File: src/rtl/regfile_pkg.sv
// rtl/regfile_pkg.sv - shared types and defaults for the regfile_sb register file
package regfile_pkg;

    localparam int REGFILE_NREG   = 32;
    localparam int REGFILE_DATA_W = 32;
    localparam int ADDR_W         = $clog2(REGFILE_NREG);

    typedef logic [ADDR_W-1:0]         creg_addr_t;
    typedef logic [REGFILE_DATA_W-1:0] word_t;

endpackage

File: src/rtl/regfile_scoreboard.sv
// rtl/regfile_scoreboard.sv - per-register busy bits with flush > mark > clear priority
module regfile_scoreboard
    import regfile_pkg::*;
#(
    parameter int NREG = REGFILE_NREG,
    parameter int NR   = 4,
    parameter int NW   = 2
) (
    input  logic                    clk,
    input  logic                    resetn,
    input  logic                    flush,
    input  logic [NW-1:0]           mark_valid,
    input  logic [$clog2(NREG)-1:0] mark_addr [NW],
    input  logic [NW-1:0]           clr_valid,
    input  logic [$clog2(NREG)-1:0] clr_addr [NW],
    input  logic [$clog2(NREG)-1:0] ra [NR],
    output logic [NR-1:0]           rbusy
);

    logic [NREG-1:0] busy_q;
    logic [NREG-1:0] busy_d;

    // Clears applied first so a same-cycle mark overrides the completing producer.
    always_comb begin
        busy_d = busy_q;
        for (int j = 0; j < NW; j++) begin
            if (clr_valid[j]) busy_d[clr_addr[j]] = 1'b0;
        end
        for (int i = 0; i < NW; i++) begin
            if (mark_valid[i]) busy_d[mark_addr[i]] = 1'b1;
        end
        busy_d[0] = 1'b0;
        if (flush) busy_d = '0;
    end

    always_ff @(posedge clk) begin
        if (!resetn) busy_q <= '0;
        else         busy_q <= busy_d;
    end

    always_comb begin
        rbusy = '0;
        for (int i = 0; i < NR; i++) begin
            rbusy[i] = busy_q[ra[i]];
        end
    end

endmodule

File: src/rtl/regfile_sb.sv
// rtl/regfile_sb.sv - multi-port register file with scoreboard; REGFILE_BYPASS_EN adds write-to-read bypass
module regfile_sb
    import regfile_pkg::*;
#(
    parameter int NREG   = REGFILE_NREG,
    parameter int DATA_W = REGFILE_DATA_W,
    parameter int NR     = 4,
    parameter int NW     = 2
) (
    input  logic                    clk,
    input  logic                    resetn,
    input  logic [$clog2(NREG)-1:0] ra [NR],
    output logic [DATA_W-1:0]       rd [NR],
    output logic [NR-1:0]           rbusy,
    input  logic [NW-1:0]           we,
    input  logic [$clog2(NREG)-1:0] wa [NW],
    input  logic [DATA_W-1:0]       wd [NW],
    input  logic [NW-1:0]           wclr,
    input  logic [NW-1:0]           mark_valid,
    input  logic [$clog2(NREG)-1:0] mark_addr [NW],
    input  logic                    flush
);

    logic [DATA_W-1:0] regs_q [NREG];
    logic [DATA_W-1:0] regs_d [NREG];
    logic [NW-1:0]     clr_valid;
    logic [NR-1:0]     sb_rbusy;

    // Ascending port order lets the youngest (highest-index) writer win.
    always_comb begin
        regs_d = regs_q;
        for (int j = 0; j < NW; j++) begin
            if (we[j]) regs_d[wa[j]] = wd[j];
        end
        regs_d[0] = '0;
    end

    always_ff @(posedge clk) begin
        if (!resetn) begin
            for (int r = 0; r < NREG; r++) regs_q[r] <= '0;
        end else begin
            regs_q <= regs_d;
        end
    end

    always_comb begin
        clr_valid = '0;
        for (int j = 0; j < NW; j++) begin
            clr_valid[j] = we[j] & wclr[j];
        end
    end

    regfile_scoreboard #(
        .NREG(NREG),
        .NR  (NR),
        .NW  (NW)
    ) u_scoreboard (
        .clk       (clk),
        .resetn    (resetn),
        .flush     (flush),
        .mark_valid(mark_valid),
        .mark_addr (mark_addr),
        .clr_valid (clr_valid),
        .clr_addr  (wa),
        .ra        (ra),
        .rbusy     (sb_rbusy)
    );

`ifdef REGFILE_BYPASS_EN
    logic [NR-1:0] byp_clr;

    always_comb begin
        byp_clr = '0;
        for (int i = 0; i < NR; i++) begin
            rd[i] = regs_q[ra[i]];
            for (int j = 0; j < NW; j++) begin
                if (we[j] && wa[j] == ra[i] && ra[i] != '0) begin
                    rd[i]      = wd[j];
                    byp_clr[i] = wclr[j];
                end
            end
        end
        rbusy = sb_rbusy & ~byp_clr;
    end
`else
    always_comb begin
        for (int i = 0; i < NR; i++) begin
            rd[i] = regs_q[ra[i]];
        end
        rbusy = sb_rbusy;
    end
`endif

endmodule

File: config.mk
export PLATFORM = sky130hd
export DESIGN_NAME = regfile_sb
export DESIGN_NICKNAME = d
export VERILOG_FILES = /design/src/rtl/regfile_pkg.sv /design/src/rtl/regfile_scoreboard.sv /design/src/rtl/regfile_sb.sv
export SDC_FILE = /design/constraint.sdc
export NUM_CORES = 2
export LEC_CHECK = 0
export CAP_MARGIN = 20
export CORE_UTILIZATION = 30
export CTS_CLUSTER_DIAMETER = 150
export DETAILED_ROUTE_END_ITERATION = 7
export PLACE_DENSITY_LB_ADDON = 0.05
export SLEW_MARGIN = 20
export SYNTH_ARGS = -nofsm -noshare
export SYNTH_HDL_FRONTEND = slang
export SYNTH_SLANG_ARGS = --single-unit
File: constraint.sdc
create_clock -name clk -period 1.7 [get_ports clk]
set_input_delay 0.17 -clock clk [delete_from_list [all_inputs] [get_ports clk]]
set_output_delay 0.17 -clock clk [all_outputs]
set_load 0.05 [all_outputs]
Yosys cells after proc, flatten, opt, wreduce, memory -nomap -nowiden
Cells that the tools add are included.
{ "word_totals": {"regBits": 1056, "out_inout_bits": 132, "elab_cells": 116} }
{ "classes": {"n_reduce_logical": 7, "n_bitwise": 15, "magnitude_cmp": 20, "n_mux": 40} }
{ "op_table": {"columns": ["cell", "n"], "rows": [
  ["bitwise mux 1024 bit", 2],
  ["two-way mux 1024 bit", 1],
  ["two-way mux 992 bit", 1],
  ["binary-select mux 32 bit (select 5 bit)", 4],
  ["two-way mux 32 bit", 14],
  ["demux 32 bit (select 5 bit)", 2],
  ["AND 32 bit", 2],
  ["inverter 32 bit", 2],
  ["OR 32 bit", 2],
  ["less-than comparator 5 x 6 -> 1 bit (second input constant)", 8],
  [">= comparator 6 bit (second input constant)", 6],
  ["inverter 5 -> 6 bit", 6],
  ["binary-select mux 1 bit (select 5 bit)", 4],
  ["demux 1 bit (select 5 bit)", 4],
  [">= comparator 5 x 1 -> 1 bit (second input constant)", 4],
  ["less-than comparator 6 x 1 -> 1 bit (second input constant)", 2],
  ["two-way mux 1 bit", 8],
  ["logical AND 1 bit", 6],
  ["AND 1 bit", 2],
  ["OR reduction 2 bit", 1],
  ["inverter 1 bit", 1]
]} }

Depth between registers and ports, before layout
{ "depth": {"word_depth": 13, "depth_mapped": 8} }

By module
From an unflattened synthesis, not the netlist that was laid out.
{ "unflattened": {"cells_unflattened": 8643, "hier_area_um2": 79869.1} }
{ "by_module_without_submodules": {"columns": ["mod", "n_inst", "area_each_um2", "cells_each"], "rows": [
  ["regfile_sb", 1, 76930.0, 8307],
  ["regfile_scoreboard", 1, 2939.1, 336]
]} }

Worst setup path after synthesis
No wires, ideal clock.
{ "synth_path": {"path_type": "input port to output port", "startpoint": "input ra[2] (netlist name)", "endpoint": "output rd[10] (netlist name)", "required_ns": 1.530, "stages": 7, "path_slack_ns": -0.869, "t_arrival_ns": 2.399, "cell_sequence": "buf_2 buf_2 buf_2 inv_1 buf_1 a211oi_1 o31ai_1"} }
{ "synth_lines": {"columns": ["element", "line_no", "rtl"], "rows": [
  ["start, declared", "regfile_sb.sv:12", "input logic [$clog2(NREG)-1:0] ra [NR],"],
  ["end, declared", "regfile_sb.sv:13", "output logic [DATA_W-1:0] rd [NR],"]
]} }

==> results_dict.tcl <==
set metrics [dict create \
    clkSlewWorstSetupHoldPaths_ps 60 \
    ant_nets 0 \
    p_per_area_nw_per_um2 676 \
    final_setup_fails 132 \
    finalWorstSetupSlack_ps -1080 \
    final-seq-area_sq_um 21100 \
    timing.max_slew.rel_slack_pct 50.5 \
    grt_start_max_net_pins 48 \
    layout.filler_cells 25000 \
    design_power_total_mw 72.8 \
    post_drt_wl_per_cell_um 40.2 \
    timing.critical_path.fanout_max 5 \
    avgSynthCellArea_sq_um 9.35 \
    ir_drop_v 0.00117 \
    synth_cells 8517 \
    chipWidth_um 517 \
    maxSlewViolCount 0 \
    cts_htree_levels 4 \
    floorplan.initialDensity_pct 30.3 \
    grt.overflow.total 0 \
    crit_path_cell_trace "mux4_2, a22o_1, o21ai_2, o31ai_4, buf_6" \
    standard_cell_with_the_maximum_stage_delay_on_the_critical_path "mux4_2" \
    post-route-period-util_pct 163 \
    synth-seq-area-share_pct 25.7 \
    setup.worst_path.end_class "output pin" \
    area.growth.synth_to_final_pct 35.1 \
    final-hold-violation-count 0 \
    cp_data_arrival_time_ps 2610 \
    dp_cells 12400 \
    fin_worst_skew_ps 0 \
    cts_root_buffer "clkbuf_16" \
    rsz_0062_raised_after_global_routing "true" \
    detailed_place_hpwl_um 359000 \
    clk_latency_ps 830 \
    max-cap-violations 0 \
    grt_usage_pct 37.0 \
    synth_top_area_share_pct 25.7 \
    cts_tree "yes" \
    synth_largest_area_cell "dfxtp_1" \
    rows 188 \
    drt-total-wl_um 507000 \
    initialDrtViolationCount 11400 \
    power_leakage_nw 36.9 \
    syn-num-nets 8630 \
    multi_input_area_sq_um 57800 \
    netlist_top_cells_area "dfxtp_1 26%, mux4_2 22%, mux2i_1 9.0%" \
    yosys_register_bits 1023 \
    drcViolationCount 0 \
    mostFrequentLayoutCell "nor2_1" \
    tightestPinTransition_ps 743 \
    worstSetupStartpoint "regs_q[434]" \
    worst_ep_required_time_ps 1530 \
    fp.dieH_um 517 \
    min_delay_src "wd[62]" \
    vias_in_the_first_global_route 79900 \
    holdCritPathClass "input pin to flop" \
    drive_above_1_share_pct 38.8 \
    synth.cell_area_sq_um 79700 \
    die_area_sq_um 268000 \
    numCtsBuffers 139 \
    failed_checks "setup timing" \
    gpl.final_weighted_congestion 0.963 \
    post-cts-setup-buffers 0 \
    design.core.area_sq_um 263000 \
    grt_antenna_before_repair 15 \
    net_count_of_the_finished_layout 9095 \
    path_class "flop to output pin" \
    dr_total_vias 84100 \
    cts_max_path_buffers 3 \
    portBuffers 244 \
    worstSetupStartpointType "flop" \
    vias_per_cell 6.67 \
    grt_first_pass_wirelength_um 689000 \
    reg2reg_from "regs_q[30]" \
    finalCriticalPeriod_ps 2780 \
    ys_warn_count 0 \
    tritoncts_num_sinks 1023 \
    layoutNonFillerInstCount 12600 \
    maximum_operating_frequency_ghz 0.360 \
    final_cell_mix "1,023 x nor2_1, 792 x mux4_2, 700 x mux2i_1" \
    post_synth_num_cell_types 44 \
    slowest_delay_ps 480 \
    boundaryPins 245 \
    run_status "complete, but fails checks" \
    detailedRoute.firstPassIterationCount 6 \
]
==> critical path, delay by kind of cell (launching register included) <==
kind            cells  cell delay [ps]
compound gates      3              710
mux                 1              480
flops               1              370
buf+inv             1              210
==> final timing paths <==
check / to / slack [ps] / depth (start not counted)
max reg2reg: regs_q[30] / 720 / 3
min: regs_q[446] / 190 / 4
min reg2reg: regs_q[658] / 510 / 2
max: rd[114] / -1080 / 5
==> stage by stage <==
stage	TNS (ps)	cell area [sq um]	hold slack, ps	setup WS, ps	util, %
after detailed placement	-494760	101000	511	-1180	38.5
after global placement	-472460	101000	503	-1190	38.5
after CTS	-127730	107000	130	-1090	40.7
after global routing	-126760	108000	189	-1070	40.9
final	-122210	108000	191	-1080	40.9
after floorplan	-12900	83100	351	-284	-
==> cell type report <==
class                      count  share of cell area, %
inverter                       5                 0.0244
multi-input combinational   6298                   53.7
clock inverter                41                  0.471
clock buffer                 208                   3.88
sequential                  1023                   19.6
tap                         3515                   4.09
timing repair buffer        1515                   18.2
antenna                        7                 0.0163
==> routing by layer <==
metal | track usage, % | vias up | share of wire [%]
met5 | 0.955 | - | 0.089
met3 | 11.3 | 1041 | 12
met4 | 17.8 | 20 | 5.5
met1 | 50.4 | 43200 | 42
li1 | - | 34300 | -
met2 | 52.4 | 5665 | 41
==> flip-flops by register name, summed over array words and instances, names as in the netlist <==
register and cells:
regs_q 992, u_scoreboard.busy_q 31
==> synthesized netlist by cell type (all sizes together) <==
cell	count
nor2b	14
nand4	1
nor3b	4
nor3	2
buf	420
nand3	580
a211oi	452
inv	5
mux2	132
nand3b	10
a32oi	31
o22ai	163
a311oi	672
clkbuf	771
o21ai	228
nor4b	1
or3b	8
and4bb	3
and3b	5
or3	2
nand4b	3
o31ai	132
nor2	1040
a21oi	31
nand2	726
and3	2
nand2b	7
nor4bb	1
and4	2
dfxtp	1023
a22o	396
mux4	792
and2	137
mux2i	716
and4b	5
==> repair_timing <==
action,in CTS,in global routing
endpoints found under the hold margin,0,0
hold buffers,0,0
pin swaps,251,94
resized for setup,547,178
setup endpoints to repair,132,132
==> kinds of logic after synthesis <==
group / Yosys count / synth area share [%]
AO/OA/AOI/OAI: 2105 / 20.5
buffers and inverters: 1196 / 6.72
flip-flops: 1023 / 25.7
multiplexers: 1640 / 33.2
AND/OR/NAND/NOR: 2553 / 13.8
==> power breakdown <==
group	switching [mW]	leakage [nW]	internal [mW]
Clock	13.0	2.30	18.4
Combinational	9.96	26.1	6.31
Sequential	0.674	8.49	24.4
Total	23.6	36.9	49.2
No activity file was read; power rests on OpenSTA's default activity.
